$ cat src/rtl/alu_4_pkg.sv
// Shared types and constants for the 4-bit ALU sequencer: opcodes, FSM states,
// widths and the opcode legality check.
package alu_4_pkg;

    localparam int OPW = 4;
    localparam int DW  = 4;

    typedef enum logic [OPW-1:0] {
        OP_ADD    = 4'd0,
        OP_SUB    = 4'd1,
        OP_AND    = 4'd2,
        OP_OR     = 4'd3,
        OP_NOT_A  = 4'd4,
        OP_NAND   = 4'd5,
        OP_NOR    = 4'd6,
        OP_XOR    = 4'd7,
        OP_XNOR   = 4'd8,
        OP_MUL    = 4'd9
    } op_t;

    // Enum members must be unique, so the legal-range bound lives beside the enum.
    localparam op_t OP_LAST_LEGAL = OP_MUL;

    typedef enum logic [1:0] {
        ST_IDLE  = 2'd0,
        ST_DRIVE = 2'd1,
        ST_RESP  = 2'd2
    } state_t;

    function automatic logic is_legal_op(input logic [OPW-1:0] op);
        return op <= OP_LAST_LEGAL;
    endfunction

endpackage

$ cat src/rtl/alu_4_seq_operand.sv
// Operand A select for the ALU sequencer; with ALU_4_SEQ_CHAIN_EN defined it also
// keeps last_y (low nibble of the last legal result) and chains it into A.
module alu_4_seq_operand #(
    parameter int DW = 4
) (
    input  logic          clk,
    input  logic          rst,
    input  logic [DW-1:0] cmd_a,
    input  logic          cmd_chain,
    input  logic          capture,
    input  logic [DW-1:0] y_low,
    output logic [DW-1:0] a_sel
);

`ifdef ALU_4_SEQ_CHAIN_EN
    logic [DW-1:0] last_y;

    always_ff @(posedge clk) begin
        if (rst) begin
            last_y <= '0;
        end else if (capture) begin
            last_y <= y_low;
        end
    end

    always_comb begin
        a_sel = cmd_chain ? last_y : cmd_a;
    end
`else
    logic unused_inputs;

    assign unused_inputs = ^{clk, rst, cmd_chain, capture, y_low};

    always_comb begin
        a_sel = cmd_a;
    end
`endif

endmodule

$ cat src/rtl/alu_4_seq.sv
// Valid/ready sequencer driving one 4-bit combinational ALU and returning its result.
// Optional result chaining into operand A is enabled by defining ALU_4_SEQ_CHAIN_EN.
module alu_4_seq #(
    parameter int OPW = 4,
    parameter int DW  = 4
) (
    input  logic            clk,
    input  logic            rst,
    input  logic            cmd_valid,
    output logic            cmd_ready,
    input  logic [OPW-1:0]  cmd_op,
    input  logic [DW-1:0]   cmd_a,
    input  logic [DW-1:0]   cmd_b,
    input  logic            cmd_chain,
    output logic [DW-1:0]   alu_a,
    output logic [DW-1:0]   alu_b,
    output logic [OPW-1:0]  alu_ctrl,
    input  logic [2*DW-1:0] alu_y,
    output logic            res_valid,
    input  logic            res_ready,
    output logic [2*DW-1:0] res_data,
    output logic            res_err,
    output logic [7:0]      op_count
);
    import alu_4_pkg::*;

    state_t        state;
    state_t        state_nxt;
    logic          accept;
    logic          capture;
    logic          legal_ctrl;
    logic [DW-1:0] a_sel;

    assign accept     = cmd_valid && cmd_ready;
    assign capture    = (state == ST_DRIVE);
    assign legal_ctrl = is_legal_op(alu_ctrl);

    alu_4_seq_operand #(
        .DW(DW)
    ) u_operand (
        .clk       (clk),
        .rst       (rst),
        .cmd_a     (cmd_a),
        .cmd_chain (cmd_chain),
        .capture   (capture && legal_ctrl),
        .y_low     (alu_y[DW-1:0]),
        .a_sel     (a_sel)
    );

    always_ff @(posedge clk) begin
        if (rst) begin
            state <= ST_IDLE;
        end else begin
            state <= state_nxt;
        end
    end

    always_comb begin
        state_nxt = state;
        case (state)
            ST_IDLE:  if (accept) state_nxt = ST_DRIVE;
            ST_DRIVE: state_nxt = ST_RESP;
            ST_RESP: begin
                if (res_ready) begin
                    state_nxt = cmd_valid ? ST_DRIVE : ST_IDLE;
                end
            end
            default:  state_nxt = ST_IDLE;
        endcase
    end

    // A new command may only enter RESP's slot when the current result leaves.
    always_comb begin
        cmd_ready = 1'b0;
        res_valid = 1'b0;
        case (state)
            ST_IDLE: cmd_ready = !rst;
            ST_RESP: begin
                res_valid = 1'b1;
                cmd_ready = res_ready && !rst;
            end
            default: ;
        endcase
    end

    always_ff @(posedge clk) begin
        if (rst) begin
            alu_a    <= '0;
            alu_b    <= '0;
            alu_ctrl <= '0;
            res_data <= '0;
            res_err  <= 1'b0;
            op_count <= '0;
        end else begin
            if (accept) begin
                alu_a    <= a_sel;
                alu_b    <= cmd_b;
                alu_ctrl <= cmd_op;
            end
            if (capture) begin
                res_data <= legal_ctrl ? alu_y : '0;
                res_err  <= !legal_ctrl;
            end
            if (res_valid && res_ready) begin
                op_count <= op_count + 8'd1;
            end
        end
    end

endmodule

$ cat config.mk
export PLATFORM = sky130hd
export DESIGN_NAME = alu_4_seq
export DESIGN_NICKNAME = d
export VERILOG_FILES = /design/src/rtl/alu_4_pkg.sv /design/src/rtl/alu_4_seq_operand.sv /design/src/rtl/alu_4_seq.sv
export SDC_FILE = /design/constraint.sdc
export NUM_CORES = 1
export LEC_CHECK = 0
export CAP_MARGIN = 15
export CORE_AREA = 2 2 62 64
export CTS_CLUSTER_DIAMETER = 40
export DETAILED_ROUTE_END_ITERATION = 16
export DIE_AREA = 0 0 64 66
export PLACE_DENSITY = 0.72
export REMOVE_ABC_BUFFERS = 1
export SETUP_SLACK_MARGIN = 0.4
export SYNTH_ARGS = -nofsm -noshare
export SYNTH_HDL_FRONTEND = slang
export SYNTH_HIERARCHICAL = 1
export SYNTH_SLANG_ARGS = --single-unit
$ cat constraint.sdc
create_clock -name clk -period 1.5 [get_ports clk]
set_clock_uncertainty 0.2 [all_clocks]
set_input_delay 0.225 -clock clk [delete_from_list [all_inputs] [get_ports clk]]
set_output_delay 0.225 -clock clk [all_outputs]
set_load 0.005 [all_outputs]
==> results of run 1 <==
==> per-stage QoR <==
step | TNS, ns | total power [mW] | cells | hold WS, ns | utilization
2_1_floorplan | -0.5262 | 0.9935 | 124 | 0.09407 | -
5_1_grt | -0.8057 | 1.774 | 266 | 0.2399 | 0.6110
3_5_place_dp | -5.606 | 1.195 | 240 | 0.2476 | 0.5444
4_1_cts | -0.1110 | 1.691 | 263 | 0.2391 | 0.5920
3_3_place_gp | -5.409 | 1.185 | 240 | 0.2380 | 0.5444
6_report | -0.2492 | 1.689 | 266 | 0.2512 | 0.6110
==> routing by layer <==
| layer | up-vias | GRT usage |
|---|---|---|
| met3 | 4 | 0.06303 |
| met5 | - | 0 |
| met1 | 594 | 0.1675 |
| met2 | 51 | 0.3125 |
| met4 | 0 | 0.07609 |
| li1 | 622 | - |
==> worst max path at each step <==
stage                              from                        to  slack, ns  cells past startpoint
2_1_floorplan  op_count[0]$_SDFFE_PP0P_  op_count[6]$_SDFFE_PP0P_      -0.12                      4
3_3_place_gp                  res_ready                 cmd_ready      -0.41                      4
3_5_place_dp                  res_ready                 cmd_ready      -0.41                      4
4_1_cts           state[1]$_SDFFE_PP0P_  op_count[3]$_SDFFE_PP0P_      -0.04                      5
5_1_grt           state[1]$_SDFFE_PP0P_  op_count[5]$_SDFFE_PP0P_      -0.13                      6
6_report          state[1]$_SDFFE_PP0P_  op_count[3]$_SDFFE_PP0P_      -0.08                      5
==> flip-flops by register name, summed over array words and instances, names as in the netlist <==
register and count:
op_count 8, res_data 8, alu_a 4, alu_b 4, alu_ctrl 4, state 2
res_err 1
==> Yosys cell counts (2+ instances only) <==
cell type and number:
dfxtp_1 31, nor2b_1 16, mux2_2 13, a21oi_1 12
nand2_1 12, nand3_1 9, nor2_1 6, buf_4 4
clkbuf_1 4, o21ai_0 4, or3_1 3, and2_1 2
nand2b_1 2, nor3_1 2, xor2_1 2
==> what timing repair did <==
| item | in CTS | in global routing |
|---|---|---|
| cloned | 2 | 0 |
| setup endpoints to repair | 62 | 62 |
| resized for setup | 173 | 12 |
| buffers inserted | 14 | 3 |
| pin swaps | 9 | 1 |
| endpoints found under the hold margin | 0 | 0 |
==> report_power, final <==
group	internal, mW	leakage, nW	total [mW]	switching, mW
logic	0.193	0.683	0.296	0.102
registers	0.870	0.267	0.896	0.0254
clock network	0.217	0.0341	0.498	0.281
==> kinds of logic (layout without fill, tap and decap cells) <==
kind of cell	Yosys count	in the layout	share of synthesized area
adder cells (fa/ha/maj)	1	1	0.009860
AND/OR/NAND/NOR	57	57	0.2456
AO/OA/AOI/OAI	18	18	0.07298
multiplexers	14	14	0.1233
buffers and inverters	11	95	0.04535
XOR/XNOR	2	2	0.01381
flip-flops	31	31	0.4892
==> layout make-up <==
cell class / count / area (um^2) / area share
timing repair buffer: 87 / 734.5 / 0.3385
sequential: 31 / 666.9 / 0.3074
clock buffer: 6 / 51.30 / 0.02364
multi-input combinational: 92 / 648.1 / 0.2987
inverter: 1 / 3.754 / 0.001730
tap: 48 / 60.06 / 0.02768
clock inverter: 1 / 5.005 / 0.002307
==> critical path: stages, from the launching register on <==
cell	delay (ns)
dfxtp_4	0.39
buf_6	0.11
nand4b_1	0.15
buf_4	0.19
or3_1	0.35
a21oi_1	0.13
==> impl_metrics.env, run 1 <==
export IMPL_ctsHoldBuffers=0
export IMPL_p_per_area_nw_per_um2=778.5
export IMPL_fillCellCount=301
export IMPL_cts_buffers=5
export IMPL_clk_pin_slew_worst_paths_ns=0.09
export IMPL_layout_commonest_cell="dfxtp_2"
export IMPL_max_freq_mhz=632.5
export IMPL_first_pass_iters=4
export IMPL_vias=1271
export IMPL_ys_ff_latch=31
export IMPL_grt_pass1_wl_mm=5.478
export IMPL_tritoncts="yes"
export IMPL_vdd_drop_max_uv=458.2
export IMPL_cp_end_kind="register"
export IMPL_min_to="res_data[0]$_SDFFE_PP0P_"
export IMPL_worst_slew_pin_slew_ns=0.3256
export IMPL_io_pins=56
export IMPL_netlist_top_cells_area="dfxtp_1 (49%), mux2_2 (12%), nor2b_1 (7.9%)"
export IMPL_wl_mm=3.511
export IMPL_stdcell_area_um2=2170
export IMPL_hp_class="input pin to register"
export IMPL_drv_cap=0
export IMPL_report_final_setup_viol=5
export IMPL_via_per_inst=4.778
export IMPL_cts_root_buf="clkbuf_4"
export IMPL_min_path_cells=3
export IMPL_ys_seq_area_frac=0.4892
export IMPL_reg2reg_depth=5
export IMPL_clock_latency_ns=0.33
export IMPL_syn2layout_area_growth_pct=71.01
export IMPL_rsz0062_at_grt="yes"
export IMPL_hp_start="alu_y[0]"
export IMPL_hpwl_mm=2.318
export IMPL_fin_nets=244
export IMPL_failed_checks="setup timing"
export IMPL_die_h_um=66
export IMPL_crit_type="register to register"
export IMPL_clock_path_buffers=2
export IMPL_ys_types=27
export IMPL_yosysTopAreaCell="dfxtp_1"
export IMPL_slew_headroom=0.7829
export IMPL_core_area_um2=3551
export IMPL_required_ns=1.56
export IMPL_cp_max_fo=4
export IMPL_wl_met3_um=238
export IMPL_die_x_um=64
export IMPL_antenna_left=0
export IMPL_final_layout_size_suffix_gt1_frac=0.5780
export IMPL_netlist_area_um2=1269
export IMPL_ys_warn_count=6
export IMPL_slew_violations=0
export IMPL_rr_startpoint="state[1]$_SDFFE_PP0P_"
export IMPL_rrSetupSlack_ns=-0.08
export IMPL_highest_layer="met4"
export IMPL_post_route_min_period_ns=1.581
export IMPL_crit_path_start_kind="register"
export IMPL_synth_top_cell_area_share=0.4892
export IMPL_die_area_um2=4224
export IMPL_r2r_end="op_count[3]$_SDFFE_PP0P_"
export IMPL_placed_area_um2=1933
export IMPL_grt_max_degree=32
export IMPL_wl_met1_mm=1.364
export IMPL_layout_common_cells="dfxtp_2 (28), buf_4 (25), buf_2 (23)"
export IMPL_clock_sinks=31
export IMPL_syn_mean_instance_area_um2=9.468
export IMPL_drcViolationCount=0
export IMPL_status="finished, violations left"
export IMPL_globalplace_congestion=0.6999
export IMPL_fin_ws_ns=-0.08103
export IMPL_grt_pass1_vias=1292
export IMPL_antenna_cells=0
export IMPL_synth_ff_type="dfxtp_1"
export IMPL_initial_core_util=0.3573
export IMPL_grt_use_total=0.1691
export IMPL_dr_first_iter_drc_count=33
export IMPL_finalHoldViolCount=0
export IMPL_htreeDepth=2
export IMPL_synth_edf_count=0
export IMPL_numPortBuffers=54
export IMPL_finalCritPeriodShare=1.054
export IMPL_async_flop_share=0
export IMPL_overflow=0
export IMPL_cp_arrival_ns=1.64
export IMPL_routedWlPerCell_um=13.20
export IMPL_route_met2_wl_mm=1.860
export IMPL_pre_cts_slack_ns=-0.4079
export IMPL_antenna_found_initial=0
export IMPL_power_leakage_nw=0.9843
export IMPL_rows=22
export IMPL_syn_inst=134
Power figures use the tool's default switching activity.
==> run 2: changes to the inputs <==
--- a/config.mk
+++ b/config.mk
@@ -10,6 +10,7 @@
 export CTS_CLUSTER_DIAMETER = 40
 export DETAILED_ROUTE_END_ITERATION = 16
 export DIE_AREA = 0 0 64 66
+export GPL_ROUTABILITY_DRIVEN = 0
 export PLACE_DENSITY = 0.72
 export REMOVE_ABC_BUFFERS = 1
 export SETUP_SLACK_MARGIN = 0.4
==> results of run 2 <==
Final layout, timing and power as in run 1 (identical DEF).
